===== src/rtl/sram_w8_64b_ctrl.sv =====
// sram_w8_64b_ctrl: valid/ready front end for an 8 x 64-bit SRAM macro.
// One-cycle read pipeline and a 2-entry in-order response FIFO with credit.
module sram_w8_64b_ctrl #(
  parameter int DATA_W = 64,
  parameter int ADDR_W = 4,
  parameter int DEPTH  = 8
) (
  input  logic              CLK,
  input  logic              reset,
  input  logic              req_valid,
  output logic              req_ready,
  input  logic              req_wr,
  input  logic [ADDR_W-1:0] req_addr,
  input  logic [DATA_W-1:0] req_data,
  output logic              rsp_valid,
  input  logic              rsp_ready,
  output logic [DATA_W-1:0] rsp_data,
  output logic              rsp_err,
  output logic              CEN,
  output logic              WEN,
  output logic [ADDR_W-1:0] A,
  output logic [DATA_W-1:0] D,
  input  logic [DATA_W-1:0] Q
);

  localparam logic [ADDR_W:0] DEPTH_L = (ADDR_W+1)'(DEPTH);

  logic              in_range;
  logic              accept;
  logic              pop;
  logic              push;
  logic [DATA_W-1:0] push_data;
  logic              inflight;
  logic              inflight_err;
  logic [DATA_W-1:0] fifo_data [2];
  logic              fifo_err  [2];
  logic              wr_ptr;
  logic              rd_ptr;
  logic [1:0]        count;
  logic [2:0]        used;

  // Request side: credit check and same-cycle SRAM strobes
  always_comb begin
    in_range  = {1'b0, req_addr} < DEPTH_L;
    used      = {1'b0, count} + {2'b0, inflight} - {2'b0, pop};
    req_ready = ~reset & (used < 3'd2);
    accept    = req_valid & req_ready;
    A         = req_addr;
    D         = req_data;
    CEN       = ~(accept & in_range);
    WEN       = ~(accept & req_wr & in_range);
  end

  // Response side: FIFO head, pop, and the in-flight push
  always_comb begin
    rsp_valid = (count != 2'd0);
    pop       = rsp_valid & rsp_ready;
    push      = inflight;
    push_data = inflight_err ? '0 : Q;
    rsp_data  = rsp_valid ? fifo_data[rd_ptr] : '0;
    rsp_err   = rsp_valid & fifo_err[rd_ptr];
  end

  // In-flight stage: one read waiting on the SRAM's registered Q
  always_ff @(posedge CLK) begin
    if (reset) begin
      inflight     <= 1'b0;
      inflight_err <= 1'b0;
    end else begin
      inflight     <= accept & ~req_wr;
      inflight_err <= ~in_range;
    end
  end

  // FIFO pointers and occupancy; credit prevents overflow
  always_ff @(posedge CLK) begin
    if (reset) begin
      wr_ptr <= 1'b0;
      rd_ptr <= 1'b0;
      count  <= 2'd0;
    end else begin
      if (push) wr_ptr <= ~wr_ptr;
      if (pop)  rd_ptr <= ~rd_ptr;
      count <= count + {1'b0, push} - {1'b0, pop};
    end
  end

  // FIFO storage; output is masked while empty so no reset needed
  always_ff @(posedge CLK) begin
    if (push) begin
      fifo_data[wr_ptr] <= push_data;
      fifo_err[wr_ptr]  <= inflight_err;
    end
  end

endmodule


===== config.mk =====
export PLATFORM = sky130hd
export DESIGN_NAME = sram_w8_64b_ctrl
export DESIGN_NICKNAME = d
export VERILOG_FILES = /design/src/rtl/sram_w8_64b_ctrl.sv
export SDC_FILE = /design/constraint.sdc
export NUM_CORES = 1
export LEC_CHECK = 0
export CAP_MARGIN = 40
export CORE_MARGIN = 2
export CORE_UTILIZATION = 46
export CTS_CLUSTER_SIZE = 30
export DETAILED_ROUTE_END_ITERATION = 8
export GPL_TIMING_DRIVEN = 0
export PLACE_DENSITY_LB_ADDON = 0.15
export RECOVER_POWER = 50
export SLEW_MARGIN = 15
export SYNTH_ARGS = -nofsm -noshare
export SYNTH_HDL_FRONTEND = slang
export SYNTH_SLANG_ARGS = --single-unit

===== constraint.sdc =====
create_clock -name CLK -period 5.6 [get_ports CLK]
set_input_delay 0.56 -clock CLK [delete_from_list [all_inputs] [get_ports CLK]]
set_output_delay 0.56 -clock CLK [all_outputs]
set_load 0.02 [all_outputs]

Word-level counts from Yosys, hierarchy flattened
Memory sizes are Yosys's and may differ from the RTL's. A register that Yosys moved wholly into a read port is not among the register bits.
Cells that the tools add are included.
{ "word_totals": {"regBits": 6, "ramBits": 130, "in_bits": 137, "out_inout_bits": 137, "word_cells": 37, "n_memories": 2} }
{ "op_classes": {"n_addsub": 4, "magnitude_cmp": 2, "n_mux": 8, "n_bitwise": 15, "reduce_logical": 1} }
{ "mem_list": {"columns": ["name", "words", "width", "rd", "rd_clocked_by_memory_dff", "write_ports", "line_no", "source"], "rows": [
  ["fifo_data", 2, 64, 1, 1, 1, "35", "logic [DATA_W-1:0] fifo_data [2];"],
  ["fifo_err", 2, 1, 1, 1, 1, "36", "logic fifo_err [2];"]
]} }
{ "op_table": {"columns": ["op", "n"], "rows": [
  ["64-bit 2-to-1 mux", 2],
  ["1-bit AND", 8],
  ["1-bit inverter", 7],
  ["1-bit 2-to-1 mux", 6],
  ["4-bit < comparator, second input constant", 1],
  ["2-bit by 1-bit adder with 3-bit output", 1],
  ["3-bit by 2-bit < comparator with 1-bit output, second input constant", 1],
  ["3-bit by 1-bit subtractor with 3-bit output", 1],
  ["2-bit by 1-bit adder with 2-bit output", 1],
  ["2-bit nonzero test", 1],
  ["2-bit by 1-bit subtractor with 2-bit output", 1]
]} }

Longest topological paths before layout
Gate-level depths: netlist of the first run.
{ "depth": {"ltp_word": 9, "depth_mapped": 7} }

Worst setup path before layout of the first run
No wires, ideal clock.
{ "synth_path": {"path_type": "flip-flop to flip-flop", "startpoint": "register inflight", "endpoint": "memory fifo_data[0][0] (enable)", "setup_ps": 496, "arrival_time_ps": 3265, "required_time_ps": 5104, "slack_ps": 1839, "path_stages_with_launch": 2, "synth_period_minus_slack_ps": 3761, "path_cell_list": "dfxtp_1 -> nor2b_1"} }
{ "synth_between": {"elab_chain_cells": 2} }
{ "synth_rtl": {"columns": ["element", "line_no", "source"], "rows": [
  ["start: declaration", "33", "logic inflight;"],
  ["start signal: assignment", "70", "inflight <= accept & ~req_wr;"],
  ["1-bit 2-to-1 mux", "90", "if (push) begin"],
  ["1-bit 2-to-1 mux (not written as such)", "91", "fifo_data[wr_ptr] <= push_data;"],
  ["end: declaration", "35", null]
]} }
No other way between the ends.

Final worst setup path of the first run
{ "layout_path": {"startpoint": "input port rsp_ready", "endpoint": "output port WEN"} }
{ "layout_between": {"elab_chain_cells": 8} }
{ "layout_rtl": {"columns": ["element", "line_no", "source"], "rows": [
  ["start: declaration", "16", "input logic rsp_ready,"],
  ["1-bit AND", "57", "pop = rsp_valid & rsp_ready;"],
  ["net pop", "30", "logic pop;"],
  ["3-bit by 1-bit subtractor with 3-bit output", "45", "used = {1'b0, count} + {2'b0, inflight} - {2'b0, pop};"],
  ["net used[1]", "40", "logic [2:0] used;"],
  ["3-bit by 2-bit < comparator with 1-bit output", "46", "req_ready = ~reset & (used < 3'd2);"],
  ["1-bit AND", "46", null],
  ["1-bit AND", "47", "accept = req_valid & req_ready;"],
  ["1-bit AND (2 in a row)", "51", "WEN = ~(accept & req_wr & in_range);"],
  ["1-bit inverter", "51", null],
  ["end: declaration", "20", "output logic WEN,"]
]} }
The timed path passes the listed nets, and every way through them passes these cells.

==> results of run 1 <==
[cell usage after synthesis]
| library cell | count |
|---|---|
| and2_1 | 1 |
| and2b_1 | 2 |
| buf_2 | 9 |
| buf_4 | 69 |
| buf_6 | 10 |
| clkbuf_1 | 1 |
| clkbuf_2 | 1 |
| dfxtp_1 | 7 |
| edfxtp_1 | 130 |
| fa_1 | 1 |
| ha_1 | 2 |
| inv_1 | 4 |
| inv_2 | 1 |
| mux2_1 | 2 |
| mux2i_1 | 65 |
| nand2_1 | 1 |
| nand2b_1 | 1 |
| nand3_1 | 1 |
| nor2_1 | 68 |
| nor2b_1 | 67 |
| nor3_1 | 1 |
| nor4_1 | 1 |
| nor4b_2 | 1 |
| o21a_1 | 1 |
| xnor2_1 | 2 |
| xor2_1 | 1 |
[worst max path at each step]
stage / slack (ns) / to / cells past startpoint
floorplan: 1.84 / fifo_data[0][0] / 1
global placement: 0.17 / fifo_data[0][39] / 1
detailed placement: 1.92 / WEN / 9
CTS: 1.90 / WEN / 9
global route: 1.65 / WEN / 9
finish: 1.78 / WEN / 9
[metrics by stage]
step                power [mW]  setup WS (ns)
floorplan                2.182          1.839
detailed placement       2.829          1.917
CTS                      3.979          1.905
global placement         2.795         0.1739
global route             4.089          1.654
finish                   3.914          1.785
[kinds of logic (layout without fill, tap and decap cells)]
logic type                 count (synthesis)  in the layout
xor gates and xnor gates                   3              3
DFF                                      137            137
and+or+nand+nor                          144            144
buffers and inverters                     95            336
adders and majority gates                  3              3
AOI/OAI and AO/OA                          1              1
muxes                                     67             67
[per-layer routing]
| metal | part of all wire [%] | vias to the layer above | global-route usage, % |
|---|---|---|---|
| met3 | 6.9 | 14 | 5.849 |
| met2 | 53 | 156 | 33.83 |
| met1 | 39 | 1917 | 21.36 |
| met5 | 0 | - | 0 |
| met4 | 1.0 | 0 | 5.305 |
| li1 | - | 1940 | - |
[registers in the layout, summed over array words and instances, names as in the netlist, named ones only]
name / cells
fifo_data: 128
inflight: 1
fifo_err: 2
count: 2
inflight_err: 1
wr_ptr: 1
rd_ptr: 1
[cells in the final DEF (no fill, tap or decap), drive strengths merged, types with 2 or more instances in the layout]
cell type	instances
bufinv	4
mux2i	65
mux2	2
ha	2
dfxtp	7
clkbuf	29
clkdlybuf4s50	203
nor2	68
and2b	2
edfxtp	130
clkinv	4
dlygate4sd3	2
inv	5
nor2b	67
xnor2	2
buf	84
clkinvlp	5
[area by class of cell]
| type | count | share of cell area, % |
|---|---|---|
| Inverter | 5 | 0.2048 |
| Clock buffer | 19 | 4.723 |
| Sequential cell | 137 | 44.12 |
| Timing Repair Buffer | 209 | 22.99 |
| Buffer | 90 | 7.385 |
| Multi-Input combinational cell | 218 | 16.24 |
| Tap cell | 176 | 2.402 |
| Clock inverter | 13 | 1.938 |
[power groups by stage]
stage	Combinational [mW]	Sequential [mW]	Clock, mW
finish	1.50	1.28	1.14
global route	1.60	1.29	1.20
CTS	1.54	1.28	1.16
detailed placement	1.53	1.30	0
global placement	1.49	1.31	0
floorplan	0.884	1.30	0
[critical path, stage by stage]
cell	delay, ns
dlygate4sd3_1	0.54
o21a_1	0.15
ha_1	0.29
inv_1	0.04
ha_1	0.18
fa_1	0.50
nor4b_2	0.33
nand3_1	0.11
clkdlybuf4s50_1	0.55
==> results.tsv, run 1 <==
metric	value	unit
fp.dieArea	14500	um^2
antenna_found_initial	0	
postRouteAntennaNets	0	
synthTopCellsByArea	edfxtp_1 63%, mux2i_1 10%, buf_4 8.3%	
clock_skew	0.006822	ns
core_area	13240	um^2
synthAdderAreaFrac	0.7223	%
synth_compound_area_share	0.1204	%
crit_arrival	3.26	ns
cts_resized	0	
pwr-share-comb	38.2	%
max_cap_violations	1	
wl_per_cell	15.97	um
muxShareOfSynthArea	10.79	%
syn_area_per_cell	13.86	um^2
gr-usage-all-layers	18.75	%
tightest_slew	2.352	ns
die_w	120.4	um
num_vias	4027	
drv_slew	33	
min_path_cells	2	
hold_start	reset	
reg2reg_to	fifo_data[1][27]	
cts_tree	done	
seq_area	4044	um^2
cts.sinks	137	
overflow	0	
yosysWarnings	0	
design_area	9166	um^2
synth-xor-area-share	0.4213	%
final_core_util	69.22	%
grt_pass1_wl	20840	um
hp-class	in -> reg	
ff2ff_setup_slack	2.84	ns
final_hold_viol_count	0	
drt_iter0_markers	211	
max_slew_margin	-56.91	%
holdWs	0.4545	ns
nNetsFinal	818	
clock_latency	0.41	ns
dp_cells	835	
row_count	42	
layout-drive-gt1-share	16.50	%
ir_drop	0.2558	mV
cp-start-kind	input pin	
num_io_pins	274	
cts-root-buf	clkbuf_16	
worstPathRequired	5.04	ns
synthCells	450	
intPower	2.697	mW
ctsLongestPathBuffers	2	
route.detailed.drc	0	
cts_buffers	17	
post-dp-hpwl	9895	um
switching_share	31.08	%
fin_cells	867	
r2r-start	inflight	
path_clk_slew	0.06	ns
p_seq_share	32.6	%
postCtsSetupRepairBufs	0	
wirelength	13850	um
crit_type	in -> out	
status	finished, violations left	
fmax	0.2621	GHz
crit_fanout	4	
htreeDepth	4	
firstDrtPassIters	4	
die_h	120.4	um
synth_area_leader_cell	edfxtp_1	
num-fill-cells	1007	
io_buffer_count	205	
power_frac_clock	29.1	%
initial_core_util	47.09	%
rsz0062_at_grt	no	
grt_start_max_net_pins	34	
synth_cell_types	26	
cp-end-kind	output port	
synth_seq_cells	137	
diodes	0	
ys_seq_area_share	64.85	%
hold-path-endpoint	wr_ptr	
syn2layout_area_growth	46.99	%
netlist.area_leader.share	62.60	%
fin_crit_sh	68.13	%
synth_top_family_by_area	simple AND/OR/NAND/NOR gates	
vias_per_cell	4.645	
fin_crit	3.815	ns
setup_viol_count_final	0	
p_leak	3.255	nW
fin_setup_tns	0	ns
grt_pass1_vias	4208	
r2r_cells	2	
p_sw	1.216	mW
startpoint	rsp_ready	
place_congestion	0.7218	
power_density	427.0	nW/um^2
syn_area	6236	um^2
multi_input_area	1489	um^2
cts_hold_buf	0	
synth_simple_gate_area_share	11.82	%
violations	capacitance limit, slew limit	
syn_nets	590	
placedInstanceArea	8613	um^2
No activity file was read; power rests on OpenSTA's default activity.
==> run 2, diff against run 1 <==
- CORE_UTILIZATION: 46 -> 42
- clock period: 5.6 -> 4 ns (I/O delays scaled with it)
==> run 2 against run 1 <==
The flow still finishes with violations (capacitance limit, slew limit). Critical endpoint unchanged. Clock skew shrank 0.0020 ns. Setup slack lost 1.2 ns. Combinational power grew 41%. Die area grew 9.2%. Sequential power grew 40%. Power grew 49%. Flip-flop and latch count is the same. Largest cell class unchanged. Critical path depth shrank 1.
==> results.tsv, run 2 (synthesis results as in run 1) <==
metric	value	unit
status	finished, violations left	
violations	capacitance limit, slew limit	
post-dp-hpwl	9377	um
final_core_util	64.26	%
cp-start-kind	flop	
vias_per_cell	4.695	
p_leak	3.350	nW
htreeDepth	4	
r2r_cells	2	
design_area	9340	um^2
firstDrtPassIters	5	
core_area	14530	um^2
ctsLongestPathBuffers	2	
largest_reg_flops	128	
max_cap_violations	2	
fin_crit	3.413	ns
worstPathRequired	3.60	ns
final_common_cell	clkdlybuf4s50_1	
layout-drive-gt1-share	17.08	%
final_hold_viol_count	0	
cts_hold_buf	0	
cts-root-buf	clkbuf_16	
die_w	125.9	um
regMostFlops	fifo_data	
grt_start_max_net_pins	35	
cts_tree	done	
tightest_slew	2.383	ns
placedInstanceArea	8631	um^2
cts.sinks	137	
clock_skew	0.004775	ns
fmax	0.2930	GHz
fin_crit_sh	85.31	%
p_sw	1.722	mW
drt_iter0_markers	156	
wirelength	13580	um
initial_core_util	42.91	%
intPower	4.108	mW
path_clk_slew	0.06	ns
row_count	44	
nNetsFinal	818	
switching_share	29.54	%
max_slew_margin	-58.94	%
ir_drop	0.3778	mV
rsz0062_at_grt	no	
postCtsSetupRepairBufs	0	
die_h	125.9	um
diodes	0	
num_vias	4108	
finalWorstSetupSlack	0.5875	ns
min_path_cells	2	
route.detailed.drc	0	
cts_buffers	17	
clock_latency	0.42	ns
io_buffer_count	205	
drv_slew	45	
crit_type	reg -> out	
wl_per_cell	15.52	um
fp.dieArea	15840	um^2
grt_pass1_wl	20740	um
pwr-share-comb	36.4	%
power_frac_clock	32.9	%
postRouteAntennaNets	0	
fin_setup_tns	0	ns
crit_fanout	5	
cp-end-kind	output port	
setup_viol_count_final	0	
holdWs	0.2808	ns
syn2layout_area_growth	49.78	%
hp-class	in -> reg	
gr-usage-all-layers	16.89	%
num_io_pins	274	
cts_resized	0	
crit_arrival	3.01	ns
p_seq_share	30.6	%
place_congestion	0.7486	
dp_slack	0.6280	ns
power_density	624.2	nW/um^2
antenna_found_initial	0	
final_cell_mix	179 x clkdlybuf4s50_1, 130 x edfxtp_1, 69 x buf_4, 68 x nor2_1, 67 x nor2b_1	
grt_pass1_vias	4084	
largestRegisters	fifo_data (128), count (2), fifo_err (2)	
overflow	0	
## run 2: cell types whose count changed in the layout (fill, tap and decap cells not counted), sizes merged
cell / before / now
dlygate4sd3: 2 / 26
clkbuf: 29 / 25
clkdlybuf4s50: 203 / 179
buf: 84 / 86
clkinvlp: 5 / 2
bufinv: 4 / 9
## run 2: metal layers
layer	vias to the layer above	track usage [%]	wire, um
li1	1942	-	-
met1	1973	20.01	5530
met2	174	29.22	6828
met3	19	4.970	1014
met4	0	6.335	210
met5	-	0	0
## run 2: area by class of cell
| cell class | instances | area [um^2] |
|---|---|---|
| Inverter | 5 | 18.77 |
| Clock inverter | 15 | 301.5 |
| Multi-Input combinational cell | 218 | 1489 |
| Buffer | 90 | 676.9 |
| Fill cell | 1126 | 5194 |
| Clock buffer | 17 | 425.4 |
| Timing Repair Buffer | 209 | 2155 |
| Tap cell | 184 | 230.2 |
| Sequential cell | 137 | 4044 |
## run 2: power by group through the flow
stage          logic (mW)  clock network, mW  registers (mW)
2_1_floorplan        1.24                  0            1.82
3_3_place_gp         2.08                  0            1.83
3_5_place_dp         2.15                  0            1.82
4_1_cts              2.16               1.95            1.79
5_1_grt              2.27               2.00            1.80
6_report             2.12               1.92            1.79
## run 2: stage by stage
stage          total power [mW]  instances
2_1_floorplan             3.055        450
3_3_place_gp              3.916        839
3_5_place_dp              3.965        843
4_1_cts                   5.895        875
5_1_grt                   6.070        875
6_report                  5.830        875
## run 2: path summary, 6_finish.rpt
kind                startpoint                to  slack [ns]
hold / removal           reset            wr_ptr        0.28
setup reg to reg      inflight  fifo_data[1][34]        1.21
hold reg to reg   inflight_err       fifo_err[1]        0.46
setup / recovery      count[1]               WEN        0.59
## run 2: critical path: stages (launching register included)
cell             delay [ns]
dfxtp_1                0.36
o21a_1                 0.24
ha_1                   0.29
inv_1                  0.04
ha_1                   0.18
fa_1                   0.50
nor4b_2                0.33
nand3_1                0.10
clkdlybuf4s50_1        0.55
